`src/rtl/midi_parser_pkg.sv`:
```
// Shared constants and types for the MIDI channel-voice parser.
package midi_parser_pkg;

  localparam int unsigned BYTE_W = 8;
  localparam int unsigned DATA_W = 7;
  localparam int unsigned NIB_W  = 4;
  localparam int unsigned CHAN_W = 4;

  typedef enum logic [1:0] {
    ST_NOSTAT  = 2'd0,
    ST_WAIT_D1 = 2'd1,
    ST_WAIT_D2 = 2'd2,
    ST_SYSEX   = 2'd3
  } state_t;

  localparam logic [NIB_W-1:0] NIB_NOTE_OFF = 4'h8;
  localparam logic [NIB_W-1:0] NIB_NOTE_ON  = 4'h9;
  localparam logic [NIB_W-1:0] NIB_POLY_AT  = 4'hA;
  localparam logic [NIB_W-1:0] NIB_CTRL     = 4'hB;
  localparam logic [NIB_W-1:0] NIB_PROG     = 4'hC;
  localparam logic [NIB_W-1:0] NIB_CHAN_AT  = 4'hD;
  localparam logic [NIB_W-1:0] NIB_BEND     = 4'hE;

  localparam logic [BYTE_W-1:0] SYSEX_START = 8'hF0;
  localparam logic [BYTE_W-1:0] SYSEX_END   = 8'hF7;
  localparam logic [BYTE_W-1:0] RT_MIN      = 8'hF8;

  // Program change and channel pressure carry one data byte; the rest carry two.
  function automatic logic msg_two_bytes(input logic [NIB_W-1:0] nib);
    return !((nib == NIB_PROG) || (nib == NIB_CHAN_AT));
  endfunction

endpackage

```
`src/rtl/midi_parser.sv`:
```
// Byte-stream MIDI parser: decodes note/pressure events with running status,
// skipping SysEx and realtime bytes.
module midi_parser
  import midi_parser_pkg::*;
(
  input  logic                clk32,
  input  logic                rst,
  input  logic [BYTE_W-1:0]   rx_data,
  input  logic                rx_valid,
  output logic                note_pressed,
  output logic                note_released,
  output logic                note_keypress,
  output logic                note_channelpress,
  output logic [DATA_W-1:0]   note_interface,
  output logic [DATA_W-1:0]   velocity,
  output logic [CHAN_W-1:0]   channel,
  output logic                parse_err
);

  state_t              state, state_nxt;
  logic [BYTE_W-1:0]   status, status_nxt;
  logic [DATA_W-1:0]   d1, d1_nxt;
  logic                pressed_nxt, released_nxt, keypress_nxt, chanpress_nxt, err_nxt;
  logic [DATA_W-1:0]   note_nxt, vel_nxt;
  logic [CHAN_W-1:0]   chan_nxt;
  logic                done;
  logic [DATA_W-1:0]   msg_d1, msg_d2;

  // State, running status and all outputs are registered together.
  always_ff @(posedge clk32 or negedge rst) begin
    if (!rst) begin
      state             <= ST_NOSTAT;
      status            <= '0;
      d1                <= '0;
      note_pressed      <= 1'b0;
      note_released     <= 1'b0;
      note_keypress     <= 1'b0;
      note_channelpress <= 1'b0;
      parse_err         <= 1'b0;
      note_interface    <= '0;
      velocity          <= '0;
      channel           <= '0;
    end else begin
      state             <= state_nxt;
      status            <= status_nxt;
      d1                <= d1_nxt;
      note_pressed      <= pressed_nxt;
      note_released     <= released_nxt;
      note_keypress     <= keypress_nxt;
      note_channelpress <= chanpress_nxt;
      parse_err         <= err_nxt;
      note_interface    <= note_nxt;
      velocity          <= vel_nxt;
      channel           <= chan_nxt;
    end
  end

  always_comb begin
    state_nxt     = state;
    status_nxt    = status;
    d1_nxt        = d1;
    pressed_nxt   = 1'b0;
    released_nxt  = 1'b0;
    keypress_nxt  = 1'b0;
    chanpress_nxt = 1'b0;
    err_nxt       = 1'b0;
    note_nxt      = note_interface;
    vel_nxt       = velocity;
    chan_nxt      = channel;
    done          = 1'b0;
    msg_d1        = '0;
    msg_d2        = '0;

    if (rx_valid) begin
      if (rx_data >= RT_MIN) begin
        // Realtime bytes are transparent to the parser.
      end else if (rx_data == SYSEX_START) begin
        state_nxt  = ST_SYSEX;
        status_nxt = '0;
      end else if (rx_data > SYSEX_START) begin
        // System common (including SysEx end) drops running status.
        state_nxt  = ST_NOSTAT;
        status_nxt = '0;
      end else if (rx_data[BYTE_W-1]) begin
        state_nxt  = ST_WAIT_D1;
        status_nxt = rx_data;
      end else begin
        case (state)
          ST_NOSTAT: err_nxt = 1'b1;
          ST_WAIT_D1: begin
            d1_nxt = rx_data[DATA_W-1:0];
            if (msg_two_bytes(status[BYTE_W-1 -: NIB_W])) begin
              state_nxt = ST_WAIT_D2;
            end else begin
              done   = 1'b1;
              msg_d1 = rx_data[DATA_W-1:0];
            end
          end
          ST_WAIT_D2: begin
            state_nxt = ST_WAIT_D1;
            done      = 1'b1;
            msg_d1    = d1;
            msg_d2    = rx_data[DATA_W-1:0];
          end
          default: ;
        endcase
      end
    end

    // Map the completed message onto the event outputs.
    if (done) begin
      case (status[BYTE_W-1 -: NIB_W])
        NIB_NOTE_OFF: begin
          released_nxt = 1'b1;
          note_nxt     = msg_d1;
          vel_nxt      = msg_d2;
          chan_nxt     = status[CHAN_W-1:0];
        end
        NIB_NOTE_ON: begin
          pressed_nxt  = (msg_d2 != '0);
          released_nxt = (msg_d2 == '0);
          note_nxt     = msg_d1;
          vel_nxt      = msg_d2;
          chan_nxt     = status[CHAN_W-1:0];
        end
        NIB_POLY_AT: begin
          keypress_nxt = 1'b1;
          note_nxt     = msg_d1;
          vel_nxt      = msg_d2;
          chan_nxt     = status[CHAN_W-1:0];
        end
        NIB_CHAN_AT: begin
          chanpress_nxt = 1'b1;
          note_nxt      = '0;
          vel_nxt       = msg_d1;
          chan_nxt      = status[CHAN_W-1:0];
        end
        default: ;
      endcase
    end
  end

endmodule
```
`config.mk`:
```
export PLATFORM = sky130hd
export DESIGN_NAME = midi_parser
export DESIGN_NICKNAME = d
export VERILOG_FILES = /design/src/rtl/midi_parser_pkg.sv /design/src/rtl/midi_parser.sv
export SDC_FILE = /design/constraint.sdc
export NUM_CORES = 1
export LEC_CHECK = 0
export ABC_AREA = 0
export BUFFER_PORTS_ARGS = -buffer_cell sky130_fd_sc_hd__buf_2
export CAP_MARGIN = 20
export CORE_MARGIN = 2
export CORE_UTILIZATION = 55
export CTS_BUF_LIST = sky130_fd_sc_hd__clkbuf_8
export DETAILED_ROUTE_END_ITERATION = 8
export HOLD_SLACK_MARGIN = 0.06
export PLACE_DENSITY = 0.81
export SYNTH_ARGS = -nofsm -noshare
export SYNTH_HDL_FRONTEND = slang
export SYNTH_SLANG_ARGS = --single-unit
```
`constraint.sdc`:
```
create_clock -name clk32 -period 2 [get_ports clk32]
set_input_delay 0.4 -clock clk32 [delete_from_list [all_inputs] [get_ports clk32]]
set_output_delay 0.4 -clock clk32 [all_outputs]
set_load 0.05 [all_outputs]
```
==> results.json <==
{
  "pin_count": 34,
  "start_util": 0.564,
  "fin_util": 0.667,
  "busiest_layer": "met2",
  "clock-sinks": 40,
  "numCtsBuffers": 5,
  "diodes": 0,
  "dieArea_sq_um": 3850,
  "slew_headroom": 0.679,
  "grt_use_met1": 0.279,
  "grt_pass1_vias": 1349,
  "finalClockSkew_ns": 0.00601,
  "gp_congestion": 0.899,
  "clockBufferDepth": 2,
  "synth_ff_type": "dfrtp_1",
  "setup_viol": 0,
  "worstMarginPinSlew_ns": 0.481,
  "hold_class": "input port to async pin",
  "syn_area_sq_um": 1850,
  "core_sq_um": 3280,
  "grt_use_met2": 0.351,
  "firstDrtPassIters": 4,
  "r2r_end": "channel[1]$_DFFE_PN0P_",
  "syn_avg_cell_area_sq_um": 10.8,
  "ctsHoldBuffers": 0,
  "nFillCells": 266,
  "ff2ff_path_depth": 6,
  "drt_iter0_drc": 92,
  "synth.distinct_cells": 34,
  "grt_util_all_layers": 0.221,
  "num_rows": 21,
  "critPathCaptureType": "flop",
  "drc": 0,
  "drive_gt1_frac": 0.326,
  "final_nets": 228,
  "drv_slew": 0,
  "leakage_nw": 1.05,
  "cts_root_buf": "clkbuf_8",
  "start_kind": "flop",
  "post-dp-hpwl_um": 2760,
  "rr_startpoint": "state[0]$_DFFE_PN0P_",
  "die_width_um": 62.0,
  "rsz0062_at_grt": "no",
  "grt_use_met3": 0.0621,
  "overflow": 0,
  "htree_levels": 2,
  "fin_crit_ns": 1.88,
  "post_drt_wl_per_cell_um": 14.8,
  "postRouteAntennaNets": 0,
  "slowest_delay_ns": 0.39,
  "reg2reg_slack_ns": 0.12,
  "io_buffers": 33,
  "setup_tns_ns": 0,
  "cp_data_required_time_ns": 2.18,
  "path_cells": "inv_1 > ha_1 > nand4b_1 > a221oi_4 > buf_4 > mux2_2",
  "synthesis.nets": 186,
  "cts_tree": "done",
  "syn2layout_area_growth_pct": 18.2,
  "via_per_inst": 5.66,
  "grt_pass1_wl_um": 6140,
  "status": "finished, final reports clean",
  "finalHoldViolCount": 0,
  "fin_crit_sh": 0.939,
  "ys_seq_area_frac": 0.541,
  "path_clk_slew_ns": 0.07,
  "async_flop_share": 1.00,
  "synth_edf_count": 0,
  "grt_max_degree": 41,
  "critPathMaxFanout": 5,
  "syn_inst": 172,
  "clk_latency_ns": 0.29,
  "fmax_mhz": 532,
  "pwr_density_cell_nw_per_um2": 1470,
  "final_cell_mix": "dfrtp_1, buf_2, inv_1",
  "maxCapViolations": 0,
  "yosysWarnings": 0,
  "synth_seq_cells": 40,
  "num_vias": 1477,
  "antenna_found_initial": 0,
  "setup.worst_path.class": "flop to flop",
  "final_common_cell": "dfrtp_1",
  "ir_drop_uv": 743,
  "arrival_ns": 2.06,
  "cpMaxStageDelayCell": "dfrtp_1",
  "die_h_um": 62.0,
  "drt_wl_total_um": 3860
}
## layer usage
layer | part of all wire | wire (um) | vias up
li1 | - | - | 694
met1 | 0.42 | 1640 | 713
met4 | 0.013 | 50 | 0
met5 | 0 | 0 | -
met3 | 0.072 | 278 | 6
met2 | 0.49 | 1890 | 64
## critical path: cells and delay by family, from the launching register on
| family | cells | cell delay (ns) |
|---|---|---|
| buf+inv | 2 | 0.27 |
| flops | 1 | 0.39 |
| compound gates | 1 | 0.26 |
| mux | 1 | 0.34 |
| fa+ha+maj | 1 | 0.28 |
| simple gates | 1 | 0.22 |
## cells by family after synthesis
kind of cell / Yosys count / synth area share
DFF: 40 / 0.541
and+or+nand+nor: 47 / 0.124
buffers and inverters: 24 / 0.0601
AOI/OAI and AO/OA: 47 / 0.188
muxes: 11 / 0.0669
adders and majority gates: 3 / 0.0203
## cell type report
type / instances / area (sq um) / share of cell area
Tap cell: 46 / 57.6 / 0.0263
Multi-Input combinational cell: 108 / 741 / 0.338
Clock inverter: 2 / 11.3 / 0.00514
Timing Repair Buffer: 42 / 233 / 0.106
Clock buffer: 6 / 82.6 / 0.0377
Inverter: 17 / 63.8 / 0.0291
Sequential cell: 40 / 1000 / 0.457
## worst max-delay path by stage
stage / depth (start not counted) / to / from / slack [ns]
floorplan: 5 / channel[0]$_DFFE_PN0P_ / state[0]$_DFFE_PN0P_ / 0.20
global placement: 6 / state[1]$_DFFE_PN0P_ / state[1]$_DFFE_PN0P_ / 0.14
detailed placement: 6 / state[1]$_DFFE_PN0P_ / state[1]$_DFFE_PN0P_ / 0.08
CTS: 6 / state[1]$_DFFE_PN0P_ / state[1]$_DFFE_PN0P_ / 0.06
global route: 6 / channel[3]$_DFFE_PN0P_ / state[1]$_DFFE_PN0P_ / 0.03
finish: 6 / channel[1]$_DFFE_PN0P_ / state[0]$_DFFE_PN0P_ / 0.12
## cell usage after synthesis (all sizes together), types with 2 or more instances
master | number | area share
clkbuf | 3 | 0.0081
o21ai | 17 | 0.046
inv | 17 | 0.034
nand4b | 2 | 0.0095
a21oi | 8 | 0.034
nor2b | 2 | 0.0068
nand3 | 7 | 0.019
a22oi | 7 | 0.028
nor4 | 3 | 0.010
nor2 | 12 | 0.024
mux2 | 11 | 0.067
dfrtp | 40 | 0.54
nand2 | 13 | 0.026
buf | 4 | 0.018
nor3 | 3 | 0.0081
ha | 3 | 0.020
a22o | 6 | 0.028
## power breakdown
group	internal, mW	switching, mW	total [mW]
sequential	1.09	0.159	1.25
combinational	0.406	1.01	1.41
clock	0.275	0.271	0.546
total	1.77	1.44	3.21
## through the flow
step / power [mW] / worst slack [ns] / instances / area, sq um / hold slack [ns]
after detailed placement: 2.67 / 0.0836 / 252 / 2090 / 0.479
after global placement: 2.62 / 0.139 / 252 / 2090 / 0.461
after global routing: 3.40 / 0.0337 / 261 / 2190 / 0.193
after CTS: 3.22 / 0.0639 / 260 / 2180 / 0.168
after floorplan: 2.33 / 0.200 / 172 / 1850 / 0.104
final: 3.21 / 0.121 / 261 / 2190 / 0.155
## flip-flops by register name (all words and copies together) (netlist names)
signal / cells
velocity: 7
status: 8
note_keypress: 1
channel: 4
note_released: 1
state: 2
parse_err: 1
note_pressed: 1
note_channelpress: 1
note_interface: 7
d1: 7
## timing repair
action / in CTS / in global routing
setup buffers: 0 / 1
gates resized for setup: 0 / 1
endpoints found under the setup margin: 0 / 12
endpoints found under the hold margin: 0 / 0
Power figures use the tool's default switching activity.
